[src/rtl/moore_seq_pkg.sv]
// Shared definitions for the parametrised Moore sequence detector.
//   DEF_PAT_VAL : pattern loaded at reset for the default 4-bit build (1010)
//   MODE_NOVL / MODE_OVL : encoding of the overlap input
//   sat_inc()   : increment that sticks at a caller-supplied maximum
package moore_seq_pkg;

  localparam logic [3:0] DEF_PAT_VAL = 4'b1010;

  localparam logic MODE_NOVL = 1'b0;
  localparam logic MODE_OVL  = 1'b1;

  // Widest counter the helper supports; callers zero-extend into this width.
  localparam int SAT_MAX_W = 32;

  // Returns cnt+1, or cnt unchanged once it has reached max_val (all-ones of
  // the caller's real width, zero-extended).
  function automatic logic [SAT_MAX_W-1:0] sat_inc(input logic [SAT_MAX_W-1:0] cnt,
                                                   input logic [SAT_MAX_W-1:0] max_val);
    logic [SAT_MAX_W-1:0] res;
    if (cnt >= max_val) begin
      res = cnt;
    end else begin
      res = cnt + 32'd1;
    end
    return res;
  endfunction

endpackage

[src/rtl/moore_seq_detect_param_sat_counter.sv]
// Saturating up-counter used for the match count.
//   clk   : rising-edge clock
//   reset : synchronous active-high reset (clears count)
//   clr   : synchronous clear, lower priority than reset
//   inc   : increment request, ignored once the count is all-ones
//   cnt   : registered count value
module sat_counter
  import moore_seq_pkg::*;
#(
  parameter int CNT_W = 8
) (
  input  logic             clk,
  input  logic             reset,
  input  logic             clr,
  input  logic             inc,
  output logic [CNT_W-1:0] cnt
);

  localparam logic [SAT_MAX_W-1:0] MAX_VAL = SAT_MAX_W'((64'd1 << CNT_W) - 64'd1);

  logic [CNT_W-1:0]     cnt_r;
  logic [SAT_MAX_W-1:0] inc_full_s;
  logic [CNT_W-1:0]     cnt_inc_s;
  logic                 unused_inc_s;

  // Saturating next value, computed at full helper width then narrowed.
  always_comb begin
    inc_full_s = sat_inc(SAT_MAX_W'(cnt_r), MAX_VAL);
    cnt_inc_s  = inc_full_s[CNT_W-1:0];
  end

  // Upper helper bits are always zero for CNT_W < 32; fold them away.
  assign unused_inc_s = ^inc_full_s;

  // Count register: reset > clr > inc.
  always_ff @(posedge clk) begin
    if (reset) begin
      cnt_r <= {CNT_W{1'b0}};
    end else if (clr) begin
      cnt_r <= {CNT_W{1'b0}};
    end else if (inc) begin
      cnt_r <= cnt_inc_s;
    end else begin
      cnt_r <= cnt_r;
    end
  end

  assign cnt = cnt_r;

endmodule

[src/rtl/moore_seq_detect_param.sv]
// Parametrised Moore serial sequence detector with runtime-loadable pattern,
// selectable overlapping / non-overlapping detection and a saturating
// match counter.
//   clk       : rising-edge clock
//   reset     : synchronous active-high reset
//   bit_in    : serial data bit, sampled when bit_vld is high
//   bit_vld   : qualifies bit_in
//   overlap   : 1 = overlapping, 0 = non-overlapping (per valid bit)
//   pat_load  : loads pat_in, clears history and count
//   pat_in    : new pattern, MSB is the first bit received
//   detect    : registered one-cycle match pulse
//   match_cnt : saturating number of matches since reset / load
module moore_seq_detect_param
  import moore_seq_pkg::*;
#(
  parameter int               PAT_W   = 4,
  parameter logic [PAT_W-1:0] DEF_PAT = PAT_W'(DEF_PAT_VAL),
  parameter int               CNT_W   = 8
) (
  input  logic             clk,
  input  logic             reset,
  input  logic             bit_in,
  input  logic             bit_vld,
  input  logic             overlap,
  input  logic             pat_load,
  input  logic [PAT_W-1:0] pat_in,
  output logic             detect,
  output logic [CNT_W-1:0] match_cnt
);

  // fill counts 0..PAT_W inclusive.
  localparam int                FILL_W    = $clog2(PAT_W + 1);
  localparam logic [FILL_W-1:0] FILL_FULL = FILL_W'(PAT_W);

  logic [PAT_W-1:0]  pat_r;
  logic [PAT_W-1:0]  hist_r;
  logic [FILL_W-1:0] fill_r;
  logic              detect_r;

  logic [PAT_W-1:0]  nh_s;
  logic [FILL_W-1:0] nf_s;
  logic              hit_s;
  logic              cnt_inc_s;

  // Candidate history/fill after accepting bit_in, and the match decision.
  // A match needs a full window of bits received since the last clear.
  always_comb begin
    nh_s = {hist_r[PAT_W-2:0], bit_in};
    if (fill_r == FILL_FULL) begin
      nf_s = fill_r;
    end else begin
      nf_s = fill_r + FILL_W'(1);
    end
    hit_s = (nf_s == FILL_FULL) && (nh_s == pat_r);
  end

  // Count only on an accepted valid bit; a load clears the count instead.
  assign cnt_inc_s = bit_vld & ~pat_load & hit_s;

  // Pattern, history, fill and detect registers: reset > pat_load > bit_vld.
  always_ff @(posedge clk) begin
    if (reset) begin
      pat_r    <= DEF_PAT;
      hist_r   <= {PAT_W{1'b0}};
      fill_r   <= {FILL_W{1'b0}};
      detect_r <= 1'b0;
    end else if (pat_load) begin
      // Any coincident valid bit is dropped.
      pat_r    <= pat_in;
      hist_r   <= {PAT_W{1'b0}};
      fill_r   <= {FILL_W{1'b0}};
      detect_r <= 1'b0;
    end else if (bit_vld) begin
      pat_r    <= pat_r;
      hist_r   <= nh_s;
      detect_r <= hit_s;
      // Non-overlapping: restart the window so the next match uses fresh bits.
      // hist is left alone; fill alone gates the next comparison.
      if (hit_s && (overlap == MODE_NOVL)) begin
        fill_r <= {FILL_W{1'b0}};
      end else begin
        fill_r <= nf_s;
      end
    end else begin
      pat_r    <= pat_r;
      hist_r   <= hist_r;
      fill_r   <= fill_r;
      detect_r <= 1'b0;
    end
  end

  sat_counter #(
    .CNT_W (CNT_W)
  ) u_match_cnt (
    .clk   (clk),
    .reset (reset),
    .clr   (pat_load),
    .inc   (cnt_inc_s),
    .cnt   (match_cnt)
  );

  assign detect = detect_r;

endmodule
[config.mk]
export PLATFORM = sky130hd
export DESIGN_NAME = moore_seq_detect_param
export DESIGN_NICKNAME = d
export VERILOG_FILES = /design/src/rtl/moore_seq_pkg.sv /design/src/rtl/moore_seq_detect_param_sat_counter.sv /design/src/rtl/moore_seq_detect_param.sv
export SDC_FILE = /design/constraint.sdc
export NUM_CORES = 1
export LEC_CHECK = 0
export CAP_MARGIN = 10
export CORE_ASPECT_RATIO = 1.1
export CORE_MARGIN = 5
export CORE_UTILIZATION = 53
export DETAILED_ROUTE_END_ITERATION = 8
export PLACE_DENSITY = 0.85
export SYNTH_ARGS = -nofsm -noshare
export SYNTH_HDL_FRONTEND = slang
export SYNTH_SLANG_ARGS = --single-unit
[constraint.sdc]
create_clock -name clk -period 3.85 [get_ports clk]
set_input_delay 0.5775 -clock clk [delete_from_list [all_inputs] [get_ports clk]]
set_output_delay 0.5775 -clock clk [all_outputs]
set_load 0.005 [all_outputs]
# Yosys cells after proc, flatten, opt, wreduce, memory -nomap -nowiden

Index checks and enable logic that the tools add are counted.

Register bits: 19
Input bits: 10
Output and inout bits: 9
Logic and storage cells: 24

Add/sub/neg operators: 2
$lt $le $gt $ge: 1
Equality and inequality tests: 3
Mux-type cells: 2
Bitwise operators: 6
Reductions and logical operators: 5

Operators by type and width:

| cell                  | number |
|---|---|
| $add A8 B1 Y8 const B | 1 |
| $ge A8 B8 Y1 const B  | 1 |
| $eq A3 B3 Y1 const B  | 2 |
| $mux W3               | 2 |
| $eq A4 B4 Y1          | 1 |
| $not A1 Y1            | 4 |
| $add A3 B1 Y3 const B | 1 |
| $reduce_or A3 Y1      | 1 |
| $and A1 B1 Y1         | 2 |
| $logic_and A1 B1 Y1   | 2 |
| $reduce_and A2 Y1     | 1 |
| $reduce_or A2 Y1      | 1 |

# Logic depth before layout (Yosys ltp)

Depth in word-level cells: 6
Depth in mapped cells: 9
Depth with buffers taken out: 7

# Modules after synthesis

From an unflattened synthesis, not the netlist that was laid out.

Cell total of the unflattened synthesis: 105
Area total of the unflattened synthesis: 964.7 um^2

Modules (own cells, without submodules):

| module                 | instances | cells each | area each (um^2) | sequential area each (um^2) |
|---|---|---|---|---|
| moore_seq_detect_param | 1         | 56         | 539.3            | 220.2 |
| sat_counter            | 1         | 49         | 425.4            | 160.2 |

# Least setup slack after synthesis

Ideal clock, no wire load.

Path type: input to register
Start point: in bit_in
End point: reg u_match_cnt.cnt_r[7], in the netlist u_match_cnt.cnt[7]
Library setup time: 0.116 ns
Data arrival time: 2.040 ns
Required time: 3.734 ns
Slack: 1.694 ns
Stages: 6
Path buffers: 1
Cell sequence: xnor2_1 nand3_1 or4_1 buf_2 or4_1 o211a_1

Longest elaborated chain between the ends: 4

RTL lines:

| item                        | RTL line                                 | source |
|---|---|---|
| start, declared             | moore_seq_detect_param.sv:22             | `input logic bit_in,` |
| $eq A4 B4 Y1                | moore_seq_detect_param.sv:54             | `hit_s = (nf_s == FILL_FULL) && (nh_s == pat_r);` |
| $logic_and A1 B1 Y1         | moore_seq_detect_param.sv:54             |  |
| $and A1 B1 Y1               | moore_seq_detect_param.sv:58             | `assign cnt_inc_s = bit_vld & ~pat_load & hit_s;` |
| $reduce_and A2 Y1 (no line) | --                                       |  |
| end signal, assigned        | moore_seq_detect_param_sat_counter.sv:40 | `cnt_r <= {CNT_W{1'b0}};` |
| end signal, assigned        | moore_seq_detect_param_sat_counter.sv:42 | `cnt_r <= cnt_inc_s;` |
| end signal, assigned        | moore_seq_detect_param_sat_counter.sv:44 | `cnt_r <= cnt_r;` |
| end, declared               | moore_seq_detect_param_sat_counter.sv:21 | `logic [CNT_W-1:0] cnt_r;` |

Every way passes these cells.
A chain may end at the register's enable or synchronous reset.

# Worst setup path in the final report

Same ends and word-level chain as after synthesis.

==> flow_metrics.env <==
export IMPL_startpoint="bit_in"
export IMPL_drtIter0Drc=4
export IMPL_synth_top_area_share_pct=40.8
export IMPL_synth_xor_area_share_pct=5.64
export IMPL_slew_headroom_pct=63.3
export IMPL_initial_utilization_pct=54.1
export IMPL_arrival_ns=2.75
export IMPL_grt_pass1_wl_mm=3.20
export IMPL_cellPowerDensity_nw_per_um2=291
export IMPL_wirelength_mm=1.88
export IMPL_syn2layout_area_growth_pct=22.3
export IMPL_fin_nets=135
export IMPL_synthAdderAreaFrac_pct=4.03
export IMPL_maxCapViolations=0
export IMPL_mostFrequentLayoutCells="19 x dfxtp_1, 18 x clkdlybuf4s50_1, 9 x nor2_1, 7 x mux2i_1"
export IMPL_wire_per_inst_um=13.5
export IMPL_cts_root_buf="clkbuf_4"
export IMPL_syn_cell_area_sq_um=932
export IMPL_track_usage_pct=15.1
export IMPL_peakVddDrop_uv=236
export IMPL_die_y_um=54.0
export IMPL_insertedDiodeCount=0
export IMPL_fmax_ghz=0.391
export IMPL_ys_ff_latch=19
export IMPL_critical_path_required_ns=4.05
export IMPL_cts_resized=0
export IMPL_grt_max_degree=18
export IMPL_seq_area_frac_synth_pct=40.8
export IMPL_drc=0
export IMPL_synth_top_area_cell="dfxtp_1"
export IMPL_synth_simple_area_share_pct=22.1
export IMPL_clk_latency_ns=0.29
export IMPL_grt_remaining_overflow=0
export IMPL_critPathKind="in -> reg"
export IMPL_setup_worst_path_end_class="register"
export IMPL_grt_pass1_vias=799
export IMPL_final_cell_area_sq_um=1140
export IMPL_synth_main_ff_cell="dfxtp_1"
export IMPL_cts_sinks=19
export IMPL_antenna_found_initial=0
export IMPL_htreeDepth=1
export IMPL_clock_path_buffers=2
export IMPL_postCtsHoldBufs=0
export IMPL_startpoint_type="input pin"
export IMPL_r2r_start="fill_r[0]$_SDFFE_PP0P_"
export IMPL_p_sw_share_pct=22.1
export IMPL_finalHoldViolations=0
export IMPL_cts_inserted_buffers=3
export IMPL_synth_edf_count=0
export IMPL_synth_area_leaders="dfxtp_1 41%, mux2i_1 7.5%, or4_1 4.8%"
export IMPL_clkPwrFrac_pct=29.4
export IMPL_fin_worst_skew_ns=0.00648
export IMPL_power_switching_mw=0.0731
export IMPL_ant_nets=0
export IMPL_ys_types=31
export IMPL_fin_crit_sh_pct=66.4
export IMPL_fillers=158
export IMPL_drv_slew=0
export IMPL_vias_per_cell=5.77
export IMPL_place_hpwl_mm=1.51
export IMPL_p_int_mw=0.258
export IMPL_cellLeakagePower_nw=0.404
export IMPL_postCtsSetupBuffers=0
export IMPL_ios=19
export IMPL_tightest_slew_ns=0.550
export IMPL_comb_power_share_pct=9.3
export IMPL_seq_power_share_pct=61.2
export IMPL_hold_path_class="reg -> reg"
export IMPL_rsz0062_at_grt="false"
export IMPL_synth_top_family_by_area="simple AND/OR/NAND/NOR gates"
export IMPL_final_common_cell="dfxtp_1"
export IMPL_gp_congestion=0.813
export IMPL_fp_dieW_um=50.0
export IMPL_cp_max_fo=17
export IMPL_min_from="u_match_cnt.cnt[4]$_SDFFE_PP0P_"
export IMPL_path_clk_slew_ns=0.11
export IMPL_synth_compound_area_share_pct=15.2
export IMPL_rows=16
export IMPL_setup_viol=0
export IMPL_cts_tree="yes"
export IMPL_dr_pass1_iters=4
export IMPL_die_area_sq_um=2700
export IMPL_port_buffer_count=18
export IMPL_status="finished clean"
export IMPL_syn_instance_count=104
export IMPL_syn_avg_cell_area_sq_um=8.96
export IMPL_syn_nets=117
export IMPL_async_flop_share_pct=0
export IMPL_core_area_sq_um=1720
export IMPL_finalCriticalPeriod_ns=2.56
export IMPL_yosysWarnings=0
export IMPL_vias=802
export IMPL_placed_area_sq_um=1110
export IMPL_finalSetupTns_ns=0
export IMPL_drive_gt1_share_pct=3.31
export IMPL_synth_area_mux_share_pct=7.52
cell families (layout without fill, tap and decap cells):
group / after synthesis / after routing
AND/OR/NAND/NOR: 38 / 38
buffers and inverters: 11 / 28
AO/OA/AOI/OAI: 20 / 20
multiplexers: 7 / 7
flip-flops: 19 / 19
adder cells (fa/ha/maj): 3 / 3
XOR/XNOR: 6 / 6
power by group through the flow:
stage          registers (mW)  clock network (mW)  logic, mW
2_1_floorplan           0.207                   0     0.0187
3_3_place_gp            0.208                   0     0.0301
3_5_place_dp            0.208                   0     0.0312
4_1_cts                 0.203               0.104     0.0312
5_1_grt                 0.204               0.111     0.0345
6_report                0.203              0.0975     0.0310
cell type report:
cell class | instances | area, sq um | share of cell area (%)
tap | 18 | 22.5 | 1.98
clock buffer | 4 | 26.3 | 2.31
sequential | 19 | 380 | 33.4
inverter | 6 | 22.5 | 1.98
multi-input combinational | 74 | 508 | 44.6
timing repair buffer | 18 | 180 | 15.8
cells in the mapped netlist (2+ instances only):
library cell,instances
a211o_1,2
a21oi_1,6
a41o_1,2
buf_2,2
clkbuf_1,3
dfxtp_1,19
ha_1,3
inv_1,5
mux2i_1,7
nand2_1,6
nand3_1,4
nor2_1,9
nor2b_1,2
nor3_1,2
nor4_1,2
o21ai_0,2
o31ai_1,5
or4_1,6
xnor2_1,5
through the flow:
step	std cells	worst slack, ns	total power [mW]	utilization, %	hold slack, ns
3_5_place_dp	135	0.964	0.239	64.7	0.511
2_1_floorplan	104	1.69	0.226	-	0.481
5_1_grt	139	1.19	0.349	66.2	0.550
6_report	139	1.29	0.331	66.2	0.523
4_1_cts	139	1.29	0.338	66.2	0.527
3_3_place_gp	135	1.01	0.238	64.7	0.496
critical path, stage by stage:
cell and delay [ns]:
clkdlybuf4s50_1 0.50, xnor2_1 0.12, nand3_1 0.08, or4_1 0.75, or4_1 0.60, o211a_1 0.13
state kept, by name (all words and copies together), names as in the netlist:
name	count
pat_r	4
hist_r	3
detect	1
fill_r	3
u_match_cnt.cnt	8
layer usage:
metal	routed length [um]	global-route usage, %	up-vias
li1	-	-	415
met1	705	13.8	368
met2	1050	31.4	17
met3	106	4.16	2
met4	12	5.24	0
met5	0	0	-
path summary, 6_finish.rpt:
check | slack, ns | cells after the start | endpoint
max | 1.29 | 6 | u_match_cnt.cnt[7]$_SDFFE_PP0P_
min | 0.52 | 2 | u_match_cnt.cnt[4]$_SDFFE_PP0P_
max reg2reg | 1.42 | 7 | u_match_cnt.cnt[7]$_SDFFE_PP0P_
min reg2reg | 0.52 | 2 | u_match_cnt.cnt[4]$_SDFFE_PP0P_
(Power assumes the default switching activity.)
